File: src/rtl/mem_arbiter.sv
// Shares one memory port between IFU and LSU, one transaction outstanding, round-robin on conflict.
// Latency: min 4 cycles per transaction (accept, REQ, RSP, DONE); RSP may be forced to an error after TIMEOUT cycles.
// Backpressure: mem_req_* held stable until mem_req_ready; response held on the owner's rsp bus until its rsp_ready.
module mem_arbiter #(
    parameter int ADDR_W  = 32,
    parameter int DATA_W  = 32,
    parameter int TIMEOUT = 255
) (
    input  logic                  clk,
    input  logic                  rst,
    input  logic                  ifu_req_valid,
    output logic                  ifu_req_ready,
    input  logic [ADDR_W-1:0]     ifu_req_addr,
    output logic                  ifu_rsp_valid,
    input  logic                  ifu_rsp_ready,
    output logic [DATA_W-1:0]     ifu_rsp_rdata,
    output logic                  ifu_rsp_err,
    input  logic                  lsu_req_valid,
    output logic                  lsu_req_ready,
    input  logic [ADDR_W-1:0]     lsu_req_addr,
    input  logic                  lsu_req_wen,
    input  logic [DATA_W-1:0]     lsu_req_wdata,
    input  logic [DATA_W/8-1:0]   lsu_req_wstrb,
    output logic                  lsu_rsp_valid,
    input  logic                  lsu_rsp_ready,
    output logic [DATA_W-1:0]     lsu_rsp_rdata,
    output logic                  lsu_rsp_err,
    output logic                  mem_req_valid,
    input  logic                  mem_req_ready,
    output logic [ADDR_W-1:0]     mem_req_addr,
    output logic                  mem_req_wen,
    output logic [DATA_W-1:0]     mem_req_wdata,
    output logic [DATA_W/8-1:0]   mem_req_wstrb,
    input  logic                  mem_rsp_valid,
    output logic                  mem_rsp_ready,
    input  logic [DATA_W-1:0]     mem_rsp_rdata,
    input  logic                  mem_rsp_err
);

    localparam int STRB_W = DATA_W / 8;
    localparam int CNT_W  = $clog2(TIMEOUT + 2);

    typedef enum logic [1:0] {
        IDLE = 2'd0,
        REQ  = 2'd1,
        RSP  = 2'd2,
        DONE = 2'd3
    } state_t;

    state_t              state;
    state_t              state_nxt;
    logic                last_grant;   // 0 = IFU, 1 = LSU
    logic                grant_id;
    logic                grant_lsu;
    logic                accept;
    logic                cnt_hit;
    logic                owner_rsp_ready;
    logic [CNT_W-1:0]    cnt;
    logic [ADDR_W-1:0]   addr_q;
    logic                wen_q;
    logic [DATA_W-1:0]   wdata_q;
    logic [STRB_W-1:0]   wstrb_q;
    logic [DATA_W-1:0]   rdata_q;
    logic                err_q;

    // On a conflict the master that did not win last time gets the port.
    always_comb begin
        grant_lsu       = lsu_req_valid && (!ifu_req_valid || !last_grant);
        accept          = (state == IDLE) && (ifu_req_valid || lsu_req_valid);
        cnt_hit         = (TIMEOUT != 0) && (cnt == CNT_W'(TIMEOUT - 1));
        owner_rsp_ready = grant_id ? lsu_rsp_ready : ifu_rsp_ready;
    end

    always_ff @(posedge clk) begin
        if (rst) begin
            state <= IDLE;
        end else begin
            state <= state_nxt;
        end
    end

    always_comb begin
        state_nxt = state;
        case (state)
            IDLE: if (accept) state_nxt = REQ;
            REQ:  if (mem_req_ready) state_nxt = RSP;
            RSP:  if (mem_rsp_valid || cnt_hit) state_nxt = DONE;
            DONE: if (owner_rsp_ready) state_nxt = IDLE;
            default: state_nxt = IDLE;
        endcase
    end

    always_comb begin
        ifu_req_ready = (state == IDLE) && ifu_req_valid && !grant_lsu;
        lsu_req_ready = (state == IDLE) && grant_lsu;
        mem_req_valid = (state == REQ);
        mem_rsp_ready = (state == IDLE) || (state == RSP);
        ifu_rsp_valid = (state == DONE) && !grant_id;
        lsu_rsp_valid = (state == DONE) && grant_id;
    end

    assign mem_req_addr  = addr_q;
    assign mem_req_wen   = wen_q;
    assign mem_req_wdata = wdata_q;
    assign mem_req_wstrb = wstrb_q;
    assign ifu_rsp_rdata = rdata_q;
    assign ifu_rsp_err   = err_q;
    assign lsu_rsp_rdata = rdata_q;
    assign lsu_rsp_err   = err_q;

    always_ff @(posedge clk) begin
        if (rst) begin
            last_grant <= 1'b0;
            grant_id   <= 1'b0;
            cnt        <= '0;
            addr_q     <= '0;
            wen_q      <= 1'b0;
            wdata_q    <= '0;
            wstrb_q    <= '0;
            rdata_q    <= '0;
            err_q      <= 1'b0;
        end else begin
            if (accept) begin
                grant_id   <= grant_lsu;
                last_grant <= grant_lsu;
                addr_q     <= grant_lsu ? lsu_req_addr : ifu_req_addr;
                wen_q      <= grant_lsu && lsu_req_wen;
                wdata_q    <= grant_lsu ? lsu_req_wdata : '0;
                wstrb_q    <= grant_lsu ? lsu_req_wstrb : '0;
            end
            if (state == REQ) begin
                cnt <= '0;
            end else if (state == RSP) begin
                cnt <= cnt + 1'b1;
            end
            // A real response in the timeout cycle takes priority over the forced error.
            if (state == RSP) begin
                if (mem_rsp_valid) begin
                    rdata_q <= mem_rsp_rdata;
                    err_q   <= mem_rsp_err;
                end else if (cnt_hit) begin
                    rdata_q <= '0;
                    err_q   <= 1'b1;
                end
            end
        end
    end

endmodule
File: config.mk
export PLATFORM = sky130hd
export DESIGN_NAME = mem_arbiter
export DESIGN_NICKNAME = d
export VERILOG_FILES = /design/src/rtl/mem_arbiter.sv
export SDC_FILE = /design/constraint.sdc
export NUM_CORES = 1
export LEC_CHECK = 0
export ABC_AREA = 1
export ABC_CLOCK_PERIOD_IN_PS = 1300
export CAP_MARGIN = 20
export CORE_MARGIN = 2
export CORE_UTILIZATION = 34
export CTS_CLUSTER_SIZE = 12
export DETAILED_ROUTE_END_ITERATION = 12
export PLACE_DENSITY = 0.81
export SYNTH_ARGS = -nofsm -noshare
export SYNTH_HDL_FRONTEND = slang
export SYNTH_SLANG_ARGS = --single-unit
File: constraint.sdc
create_clock -name clk -period 1.3 [get_ports clk]
set_input_delay 0.39 -clock clk [delete_from_list [all_inputs] [get_ports clk]]
set_output_delay 0.39 -clock clk [all_outputs]
set_load 0.05 [all_outputs]
==> summary.md, run 1 <==
| Metric | Value |
|---|---|
| Most used standard cells in the synthesized netlist | nand2_1, dfxtp_1, a21oi_1 |
| Launch point of the worst path | state[1] |
| Number of DRC violations after detailed routing | 0 |
| Clock sink total | 114 |
| Worst min-delay path class | register to register |
| Overall power consumption | 24600 µW |
| Number of nets with antenna violations after routing | 0 |
| Buffers from clock root to sink, at most | 2 |
| Run status | finished, violations left |
| Number of failing hold endpoints at the final stage | 0 |
| Share of cells above drive strength 1 | 0.602 |
| F_max | 0.565 GHz |
| Number of antenna violations at the first check in global routing | 1 |
| Required time of the critical path | 910 ps |
| Global-route total usage across every layer | 0.311 |
| RSZ-0062 raised after global routing | yes |
| DRT iter0 DRCs | 503 |
| Slew margin rel. | 0.804 |
| Die Span Y | 122 µm |
| Number of enable-type register cells in the synthesized netlist | 0 |
| Crit start category | register |
| Count of different cell masters after synthesis | 19 |
| Final estimated routing congestion in global placement | 0.781 |
| Category of the worst setup path capture point | output port |
| Post-CTS clock slew at the launch and capture registers of the worst setup and hold paths | 60 ps |
| Post-synth design cell area | 4700 µm² |
| Worst hold slack across all endpoints | 504 ps |
| Final HPWL DP | 12700 µm |
| Via count | 6462 |
| Library cell with the largest summed area after synthesis | dfxtp_1 |
| Fin crit period | 1770 ps |
| Static leakage | 0.00498 µW |
| First-pass detailed-route iteration total | 5 |
| Largest net degree at the start of global routing | 39 |
| Most frequent cell after synthesis | nand2_1 |
| Number of global-route vias before repair | 6196 |
| Reported max-cap violation count | 0 |
| Cell area power density | 2010 nW/µm² |
| Fraction of the core area covered by cells at the end of the flow | 0.918 |
| Count of final max-slew check failures | 0 |
| Crit Path Class | register to output port |
| Share of async-settable or async-resettable flops after synthesis | 0 |
| Die extent in x | 122 µm |
| Number of setup violations in the final report | 215 |
| Global-route wire length before repair | 34600 µm |
| TritonCTS clock tree | done |
| Number of instances in the synthesized netlist | 627 |
| Total congestion overflow | 0 |
| Peak supply drop | 1.40 mV |
| Syn Area/Cell | 7.49 µm² |
| Wire length per cell | 24.5 µm |
| Area growth syn-to-layout | 161% |
| DIE AREA | 14800 µm² |
| Starting utilization of the core area | 0.352 |
| Arrival time worst endpoint | 1380 ps |
| Number of H-tree levels | 4 |
| Placement row count | 42 |
| Largest fanout on the critical path | 4 |
| Top-area cell type share of the netlist area | 0.486 |
| Placed instance count | 1047 |
| # hold bufs at CTS | 0 |
| Worst Clk Skew | 12.0 ps |
| Launching point of the worst reg2reg path | state[0] |
| Warnings from Yosys | 0 |
| Final critical-path share of the clock period | 1.36 |
| Count of port buffers added during placement | 282 |
| Start point of the worst hold path | mem_req_wdata[26] |
| CTS Root Cell | clkbuf_16 |
| Core Area | 13300 µm² |
| Total nets after synthesis | 775 |
| Number of standard cells in the final layout excluding fillers | 1191 |
| Predominant post-synthesis flop cell | dfxtp_1 |
| Final nets | 1149 |
| Post-route worst setup slack | -468 ps |
| Via density | 5.43 |
| Clock latency at the later pin of the worst-skew pair | 420 ps |
| Slew at the pin closest to its max-slew limit | 293 ps |
| Flip-flop and latch count after synthesis | 114 |
| Final wirelength | 29100 µm |
| Cells taking the most area after synthesis | dfxtp_1, nand2_1, a21oi_1 |
| Violated checks | setup timing |
| Number of buffers created by CTS | 17 |
| I/O pin total | 283 |
| Sequential element share of the synthesized area | 0.486 |
==> per-layer routing <==
metal / part of all wire / up-vias / track usage
met2: 0.52 / 473 / 0.563
met1: 0.33 / 3092 / 0.314
met5: 0 / - / 0
met3: 0.093 / 132 / 0.110
met4: 0.052 / 0 / 0.163
li1: - / 2765 / -
==> final timing paths <==
kind                                     endpoint  slack (ps)  depth (start not counted)
worst max register to register   ifu_rsp_rdata[6]        -300                          7
worst min register to register  mem_req_wdata[26]         500                          2
worst max-delay path                lsu_req_ready        -470                          5
worst min-delay path            mem_req_wdata[26]         500                          2
==> worst max-delay path, cell delays in order, from the launching register on <==
cell and delay [ps]:
dfxtp_2 340, inv_2 80, ha_4 180, nand2_1 120, inv_4 110, buf_12 140
==> area by class of cell <==
class                      count  area, µm²
clock buffer                  21        460
sequential                   114       2610
timing repair buffer         427       5810
tap                          176        220
fill                         424       1090
inverter                      27        135
antenna                        2       5.00
clock inverter                10       86.3
multi-input combinational    414       2920
==> kinds of logic after synthesis <==
logic type | count (synthesis) | share of synthesized area
compound gates | 150 | 0.172
fa+ha+maj | 6 | 0.0160
buf+inv | 99 | 0.118
flops | 114 | 0.486
simple gates | 258 | 0.209
==> sequential cells by signal, summed over array words and instances, names as in the netlist <==
register	count
ifu_rsp_rdata	32
mem_req_addr	32
mem_req_wdata	32
cnt	9
mem_req_wstrb	4
state	2
grant_id	1
ifu_rsp_err	1
mem_req_wen	1
==> repair_timing <==
action / 4_1_cts / 5_1_grt
pin swaps: 35 / 22
setup buffers: 62 / 39
gates resized for setup: 308 / 162
hold endpoints to repair: 0 / 0
cloned: 19 / 0
endpoints found under the setup margin: 250 / 250
==> per-stage QoR <==
step	setup WS, ps	cell area, µm²	TNS, ps
6_report	-468	12300	-27590
5_1_grt	-519	12300	-38320
4_1_cts	-480	11500	-32450
3_5_place_dp	-802	9160	-62380
3_3_place_gp	-727	9160	-55840
2_1_floorplan	-173	4850	-599
==> layout by cell type (no fill, tap or decap), types with 3 or more instances in the layout <==
cell type	netlist	routed
clkinv_2	0	5
clkinvlp_4	0	3
inv_1	23	15
nand2_4	0	49
o21ai_4	0	6
dfxtp_1	114	6
o21ai_2	0	21
buf_6	3	11
a31oi_1	32	21
buf_16	0	12
o21ai_1	2	8
nand2_1	232	168
a21oi_1	79	26
dfxtp_4	0	76
buf_12	0	155
ha_4	0	4
dfxtp_2	0	32
a31oi_4	0	11
nor2_2	0	3
buf_4	36	105
inv_2	4	8
nor2_1	17	10
nand3_1	6	4
a21oi_2	1	52
nand2_2	0	14
clkbuf_16	0	17
clkdlybuf4s50_1	0	138
a21oi_4	1	3
nor2_4	0	4
==> power breakdown <==
part / total (µW) / switching [µW] / internal, µW
clock network: 4440 / 1740 / 2700
logic: 14700 / 7530 / 7190
registers: 5420 / 960 / 4460
total: 24600 / 10200 / 14400
Power figures use the tool's default switching activity.
==> run 2: changes to the inputs <==
==> constraint.sdc (replaced) <==
create_clock -name clk -period 1.3 [get_ports clk]
set_input_delay 0.39 -clock clk [delete_from_list [all_inputs] [get_ports clk]]
set_output_delay 0.39 -clock clk [all_outputs]
set_load 0.1 [all_outputs]
==> summary.md, run 2 <==
| Metric | Value |
|---|---|
| Clock sink total | 114 (unchanged) |
| Sequential element share of the synthesized area | 0.486 (unchanged) |
| Buffers from clock root to sink, at most | 2 (unchanged) |
| Predominant post-synthesis flop cell | dfxtp_1 |
| Run status | stopped before the end |
| Number of instances in the synthesized netlist | 627 (unchanged) |
| Library cell with the largest summed area after synthesis | dfxtp_1 |
| Top-area cell type share of the netlist area | 0.486 (unchanged) |
| Error message | [ERROR GRT-0228] Horizontal edge usage exceeds the maximum allowed. (11, 3) usage=65535 limit=3200 |
| # hold bufs at CTS | 0 (unchanged) |
| Die Span Y | 122 µm (unchanged) |
| Total nets after synthesis | 775 (unchanged) |
| Most used standard cells in the synthesized netlist | nand2_1, dfxtp_1, a21oi_1 |
| Share of async-settable or async-resettable flops after synthesis | 0 (unchanged) |
| Count of different cell masters after synthesis | 19 (unchanged) |
| Number of enable-type register cells in the synthesized netlist | 0 (unchanged) |
| Largest net degree at the start of global routing | 70 |
| I/O pin total | 283 (unchanged) |
| Count of port buffers added during placement | 282 (unchanged) |
| Flip-flop and latch count after synthesis | 114 (unchanged) |
| Post-synth design cell area | 4700 µm² (unchanged) |
| Die extent in x | 122 µm (unchanged) |
| Number of H-tree levels | 4 (unchanged) |
| CTS Root Cell | clkbuf_16 |
| Warnings from Yosys | 0 (unchanged) |
| Starting utilization of the core area | 0.352 (unchanged) |
| Most frequent cell after synthesis | nand2_1 |
| Syn Area/Cell | 7.49 µm² (unchanged) |
| Cells taking the most area after synthesis | dfxtp_1, nand2_1, a21oi_1 |
| Final HPWL DP | 13200 µm (+3.5%) |
| Final estimated routing congestion in global placement | 0.799 (+2.3%) |
| Number of buffers created by CTS | 17 (unchanged) |
| Placed instance count | 1043 (-0.38%) |
| Placement row count | 42 (unchanged) |
| Last stage reached | global routing |
==> run 2: logic make-up after synthesis <==
| group | synth area share |
|---|---|
| DFF | 0.486 |
| adders and majority gates | 0.0160 |
| AOI/OAI and AO/OA | 0.172 |
| and+or+nand+nor | 0.209 |
| buffers and inverters | 0.118 |
==> run 2: through the flow <==
stage          area (µm²)  setup TNS, ps  worst slack [ps]
2_1_floorplan        5020          -2390              -504
3_3_place_gp         9300         -56800              -714
3_5_place_dp         9300         -61940              -753
4_1_cts             11000         -46440              -549
==> run 2: what timing repair did <==
| action | in CTS |
|---|---|
| pin swaps | 22 |
| gates resized for setup | 202 |
| gates cloned | 13 |
| setup buffers | 19 |
| endpoints found under the setup margin | 255 |
==> run 3: changes to the inputs <==
==> config.mk (replaced) <==
export PLATFORM = sky130hd
export DESIGN_NAME = mem_arbiter
export DESIGN_NICKNAME = d
export VERILOG_FILES = /design/src/rtl/mem_arbiter.sv
export SDC_FILE = /design/constraint.sdc
export NUM_CORES = 1
export LEC_CHECK = 0
export ABC_AREA = 1
export ABC_CLOCK_PERIOD_IN_PS = 1700
export CAP_MARGIN = 20
export CORE_MARGIN = 2
export CORE_UTILIZATION = 38
export DETAILED_ROUTE_END_ITERATION = 12
export PLACE_DENSITY_LB_ADDON = 0.15
export SYNTH_ARGS = -nofsm -noshare
export SYNTH_HDL_FRONTEND = slang
export SYNTH_SLANG_ARGS = --single-unit
==> constraint.sdc (replaced) <==
create_clock -name clk -period 1.7 [get_ports clk]
set_input_delay 0.51 -clock clk [delete_from_list [all_inputs] [get_ports clk]]
set_output_delay 0.51 -clock clk [all_outputs]
set_load 0.1 [all_outputs]
==> summary.md, run 3 (synthesis gave the netlist of run 1 again) <==
| Metric | Value |
|---|---|
| Cell area power density | 1780 nW/µm² |
| Crit start category | register |
| Peak supply drop | 1.18 mV |
| Final HPWL DP | 12800 µm (-3.2%) |
| Arrival time worst endpoint | 1440 ps |
| Number of nets with antenna violations after routing | 0 |
| Total net switching power | 8160 µW |
| Proportion of power drawn by the clock network | 0.210 |
| Wire length per cell | 16.2 µm |
| Buffers from clock root to sink, at most | 2 (unchanged) |
| Via density | 4.96 |
| Global-route track usage on met2 | 0.466 |
| Internal power | 9030 µW |
| Most used cells in the layout excluding fill and tap cells | nand2_1, buf_12, clkdlybuf4s50_1, a21oi_1, dfxtp_1 |
| Post-CTS clock slew at the launch and capture registers of the worst setup and hold paths | 50 ps |
| Reported max-cap violation count | 0 |
| # hold bufs at CTS | 0 (unchanged) |
| Met1 demand-to-capacity share in global routing | 0.255 |
| Count of port buffers added during placement | 282 (unchanged) |
| Slew at the pin closest to its max-slew limit | 372 ps |
| Launching point of the worst reg2reg path | state[1] |
| Fraction of power consumed by sequential logic | 0.228 |
| Number of setup violations in the final report | 6 |
| Static leakage | 0.00380 µW |
| Core Area | 12100 µm² |
| Combinational share of power | 0.562 |
| Final estimated routing congestion in global placement | 0.846 (+5.9%) |
| Starting utilization of the core area | 0.389 (+0.0375) |
| Peak-usage layer in the global routing report | met2 |
| First-pass detailed-route iteration total | 4 |
| Final wirelength | 17100 µm |
| Number of inserted diodes | 0 |
| F_max | 0.512 GHz |
| Number of H-tree levels | 4 (unchanged) |
| Die extent in x | 115 µm (-5.2%) |
| Worst reg-to-reg path cell count | 8 |
| Number of global-route vias before repair | 5311 |
| Worst Clk Skew | 9.70 ps |
| Via count | 5232 |
| Required time of the critical path | 1190 ps |
| DRT iter0 DRCs | 322 |
| Number of buffers created by CTS | 17 (unchanged) |
| Worst hold slack across all endpoints | 496 ps |
| Multi-input combinational cell area | 1930 µm² |
| Placement row count | 40 (-4.8%) |
| Number of antenna violations at the first check in global routing | 0 |
| Number of DRC violations after detailed routing | 0 |
| Setup TNS Final | -1110 ps |
| TritonCTS clock tree | done |
| Worst R2R End | state[0] |
| Largest fanout on the critical path | 4 |
| Hold Path Cell Cnt | 2 |
| Category of the worst setup path capture point | output port |
| Number of standard cells in the final layout excluding fillers | 1055 |
| Total congestion overflow | 0 |
| Crit Path Class | register to output port |
| Final critical-path share of the clock period | 1.15 |
| Most common cell after layout, fill and taps aside | nand2_1 |
| Slew margin rel. | 0.752 |
| Fin crit period | 1950 ps |
| Critical Path End | ifu_req_ready |
| Run status | finished, violations left |
| Launch point of the worst path | state[0] |
| Placed instance count | 1020 (-2.2%) |
| Post-route worst setup slack | -253 ps |
| CTS Root Cell | clkbuf_16 |
| Clock latency at the later pin of the worst-skew pair | 410 ps |
| Clock sink total | 114 (unchanged) |
| Number of failing hold endpoints at the final stage | 0 |
| Violated checks | setup timing |
| Global-route total usage across every layer | 0.256 |
| Sequential cell area | 2330 µm² |
| Global-route wire length before repair | 26300 µm |
| Number of fill cells | 755 |
| RSZ-0062 raised after global routing | yes |
| Share of cells above drive strength 1 | 0.277 |
| Final nets | 1023 |
| DIE AREA | 13300 µm² |
| Count of final max-slew check failures | 0 |
| I/O pin total | 283 (unchanged) |
| Net Sw Frac | 0.475 |
| Worst min-delay path class | register to register |
| Area growth syn-to-layout | 106% |
| Met3 usage | 0.105 |
| Overall power consumption | 17200 µW |
| Largest net degree at the start of global routing | 65 |
| Worst reg2reg setup slack | 80 ps |
| Die Span Y | 115 µm (-5.2%) |
run 3: layout make-up:
| type | instances | share of cell area |
|---|---|---|
| clock inverters | 9 | 0.0135 |
| clock buffers | 22 | 0.0490 |
| multi-input cells | 414 | 0.200 |
| flip-flops and latches | 114 | 0.241 |
| well taps | 168 | 0.0217 |
| inverters | 27 | 0.0133 |
| repair buffers | 301 | 0.462 |
run 3: how the worst min path moves through the flow:
| stage | from | endpoint | slack, ps |
|---|---|---|---|
| 6_report | cnt[6] | cnt[6] | 500 |
| 3_5_place_dp | cnt[8] | cnt[8] | 470 |
| 3_3_place_gp | cnt[8] | cnt[8] | 460 |
| 5_1_grt | rst | cnt[3] | 520 |
| 2_1_floorplan | cnt[8] | cnt[8] | 440 |
| 4_1_cts | cnt[7] | cnt[7] | 490 |
run 3: stage by stage:
| step | area, µm² | util | worst slack, ps |
|---|---|---|---|
| 2_1_floorplan | 4820 | - | -351 |
| 3_3_place_gp | 8990 | 0.746 | -512 |
| 3_5_place_dp | 8990 | 0.746 | -512 |
| 4_1_cts | 9670 | 0.801 | -255 |
| 5_1_grt | 9670 | 0.802 | -315 |
| 6_report | 9670 | 0.802 | -253 |
run 3: power by group through the flow:
stage | registers [µW] | clock network [µW] | logic, µW
global route | 3980 | 3810 | 9990
detailed placement | 3950 | 0 | 9530
floorplan | 7180 | 0 | 2650
global placement | 3910 | 0 | 9390
CTS | 3920 | 3660 | 9670
finish | 3920 | 3610 | 9660
run 3: critical path, cell delays in order, from the launching register on:
cell and delay [ps]:
dfxtp_4 360, inv_4 80, ha_4 190, inv_4 60
nor3_4 140, buf_12 200
run 3: timing repair:
action                                  CTS  global route
cloned                                    0             0
endpoints found under the setup margin   46            11
pin swaps                                 3             1
gates resized for setup                  15             4
buffers inserted                          4             0
run 3: metal layers:
| metal | routed length [µm] | up-vias |
|---|---|---|
| met4 | 634 | 0 |
| met3 | 1560 | 44 |
| met2 | 8960 | 265 |
| met1 | 5990 | 2430 |
| li1 | - | 2493 |
| met5 | 0 | - |
==> run 4: changes to the inputs <==
--- a/config.mk
+++ b/config.mk
@@ -6,12 +6,12 @@
 export NUM_CORES = 1
 export LEC_CHECK = 0
 export ABC_AREA = 1
-export ABC_CLOCK_PERIOD_IN_PS = 1700
+export ABC_CLOCK_PERIOD_IN_PS = 2200
 export CAP_MARGIN = 20
 export CORE_MARGIN = 2
 export CORE_UTILIZATION = 38
 export DETAILED_ROUTE_END_ITERATION = 12
-export PLACE_DENSITY_LB_ADDON = 0.15
+export PLACE_DENSITY = 0.84
 export SYNTH_ARGS = -nofsm -noshare
 export SYNTH_HDL_FRONTEND = slang
 export SYNTH_SLANG_ARGS = --single-unit
==> constraint.sdc (replaced) <==
create_clock -name clk -period 2.2 [get_ports clk]
set_input_delay 0.66 -clock clk [delete_from_list [all_inputs] [get_ports clk]]
set_output_delay 0.66 -clock clk [all_outputs]
set_load 0.1 [all_outputs]
==> summary.md, run 4 (synthesis gave the netlist of run 1 again) <==
| Metric | Value |
|---|---|
| Run status | complete, no violations |
| Slew at the pin closest to its max-slew limit | 467 ps (+95.2 ps) |
| Crit start category | input port |
| Final critical-path share of the clock period | 0.981 |
| Reported max-cap violation count | 0 (unchanged) |
| Die Span Y | 115 µm (unchanged) |
| Count of final max-slew check failures | 0 (unchanged) |
| Placed instance count | 1020 (unchanged) |
| Core Area | 12100 µm² (unchanged) |
| Required time of the critical path | 1540 ps (+350 ps) |
| Largest net degree at the start of global routing | 70 (+7.7%) |
| Global-route total usage across every layer | 0.212 (-0.0448) |
| Net Sw Frac | 0.505 (+0.0296) |
| DIE AREA | 13300 µm² (unchanged) |
| Number of H-tree levels | 4 (unchanged) |
| Fraction of power consumed by sequential logic | 0.236 (+0.008) |
| Area growth syn-to-layout | 68.2% |
| DRT iter0 DRCs | 306 (-5.0%) |
| Number of standard cells in the final layout excluding fillers | 1054 (-0.095%) |
| Wire length per cell | 13.7 µm (-16%) |
| Setup TNS Final | 0 ps (+1110 ps) |
| Largest fanout on the critical path | 3 (-1) |
| Die extent in x | 115 µm (unchanged) |
| Slowest-stage cell, CP | a21oi_4 |
| Number of setup violations in the final report | 0 (-6) |
| Category of the worst setup path capture point | output port |
| Fin crit period | 2160 ps |
| Buffers and inverters on the worst path | 3 (unchanged) |
| Static leakage | 0.00337 µW (-11%) |
| TritonCTS clock tree | done |
| F_max | 0.463 GHz |
| Starting utilization of the core area | 0.389 (unchanged) |
| RSZ-0062 raised after global routing | no |
| Number of DRC violations after detailed routing | 0 (unchanged) |
| Peak supply drop | 0.994 mV (-16%) |
| Cells along the critical path | clkdlybuf4s15_1 -> a21oi_4 -> nand2_2 -> inv_4 -> buf_12 |
| Most common cell after layout, fill and taps aside | nand2_1 |
| Cell area power density | 1500 nW/µm² (-16%) |
| Count of port buffers added during placement | 282 (unchanged) |
| Clock latency at the later pin of the worst-skew pair | 400 ps (about the same) |
| I/O pin total | 283 (unchanged) |
| Buffers from clock root to sink, at most | 2 (unchanged) |
| Worst min-delay path class | register to register |
| Placement row count | 40 (unchanged) |
| Most used cells in the layout excluding fill and tap cells | nand2_1, buf_4, clkdlybuf4s50_1, dfxtp_1, a21oi_1 |
| Overall power consumption | 11800 µW (-31%) |
| Cell class contributing the biggest share of worst-path delay | buffers and inverters |
| Number of nets with antenna violations after routing | 0 (unchanged) |
| # hold bufs at CTS | 0 (unchanged) |
| Number of inserted diodes | 0 (unchanged) |
| Share of cells above drive strength 1 | 0.233 (-0.0448) |
| Final HPWL DP | 10600 µm (-17%) |
| Post-CTS clock slew at the launch and capture registers of the worst setup and hold paths | 50 ps (about the same) |
| Via density | 4.73 (-4.6%) |
| Final estimated routing congestion in global placement | 0.785 (-7.2%) |
| Final wirelength | 14400 µm (-16%) |
| Worst Clk Skew | 12.2 ps (+2.49 ps) |
| Global-route wire length before repair | 21900 µm (-16%) |
| Number of global-route vias before repair | 4555 (-14%) |
| CTS Root Cell | clkbuf_16 |
| Crit Path Class | input port to output port |
| Via count | 4989 (-4.6%) |
| Combinational share of power | 0.529 (-0.033) |
| Total congestion overflow | 0 (unchanged) |
| Final nets | 1022 (-0.098%) |
| Worst reg2reg setup slack | 580 ps (+500 ps) |
| Slew margin rel. | 0.687 (-0.0646) |
| Number of buffers created by CTS | 17 (unchanged) |
| Arrival time worst endpoint | 1500 ps (+60 ps) |
| Proportion of power drawn by the clock network | 0.235 (+0.025) |
| Number of antenna violations at the first check in global routing | 0 (unchanged) |
| Longest individual stage delay on the worst path | 240 ps (-120 ps) |
| Total net switching power | 5960 µW (-27%) |
| Internal power | 5850 µW (-35%) |
| Number of failing hold endpoints at the final stage | 0 (unchanged) |
| Clock sink total | 114 (unchanged) |
| First-pass detailed-route iteration total | 5 (+1) |
[run 4: cell count changes in the layout (fill, tap and decap cells not counted), moves of 2 or more]
cell	delta
dfxtp_1	+34
dfxtp_2	-33
nor2_1	+3
clkinv_4	-2
nor2_4	-2
buf_4	+135
buf_12	-134
inv_1	+2
buf_6	-2
[run 4: layout make-up]
| type | count | area (µm²) |
|---|---|---|
| clock inverters | 10 | 133 |
| flip-flops and latches | 114 | 2290 |
| well taps | 168 | 210 |
| fillers | 1053 | 4160 |
| clock buffers | 21 | 470 |
| multi-input cells | 414 | 1910 |
| inverters | 27 | 111 |
| repair buffers | 300 | 2770 |
[run 4: worst min-delay path: stages, from the launching register on]
cell	delay, ps
dfxtp_1	310
nand2_1	60
a21oi_1	50
[run 4: final timing paths]
path,startpoint,endpoint,cells after the start
max,ifu_req_valid,lsu_req_ready,5
min,mem_req_wdata[17],mem_req_wdata[17],2
max reg2reg,state[1],mem_req_wdata[18],8
min reg2reg,mem_req_wdata[17],mem_req_wdata[17],2
[run 4: what timing repair did]
item / CTS / global route
setup buffers: 1 / 2
pin swaps: 1 / 4
endpoints found under the setup margin: 3 / 3
hold endpoints to repair: 0 / 0
resized for setup: 8 / 10
[run 4: power groups by stage]
stage | combinational [µW] | sequential, µW | clock (µW)
6_report | 6250 | 2780 | 2780
5_1_grt | 6510 | 2830 | 2940
4_1_cts | 6220 | 2770 | 2840
3_5_place_dp | 6170 | 2800 | 0
3_3_place_gp | 6120 | 2790 | 0
2_1_floorplan | 1980 | 5520 | 0
[run 4: stage by stage]
stage	hold slack (ps)	instance area [µm²]	utilization	worst slack [ps]
floorplan	444	4710	-	-235
global route	479	7900	0.655	2.13
CTS	464	7870	0.652	6.68
finish	464	7900	0.655	42.0
detailed placement	456	7230	0.599	-266
global placement	453	7230	0.599	-250
[run 4: per-layer routing]
metal	vias up	track usage	routed length [µm]
li1	2492	-	-
met1	2253	0.228	5510
met2	223	0.376	7410
met3	21	0.0817	1230
met4	0	0.0763	278
met5	-	0	0
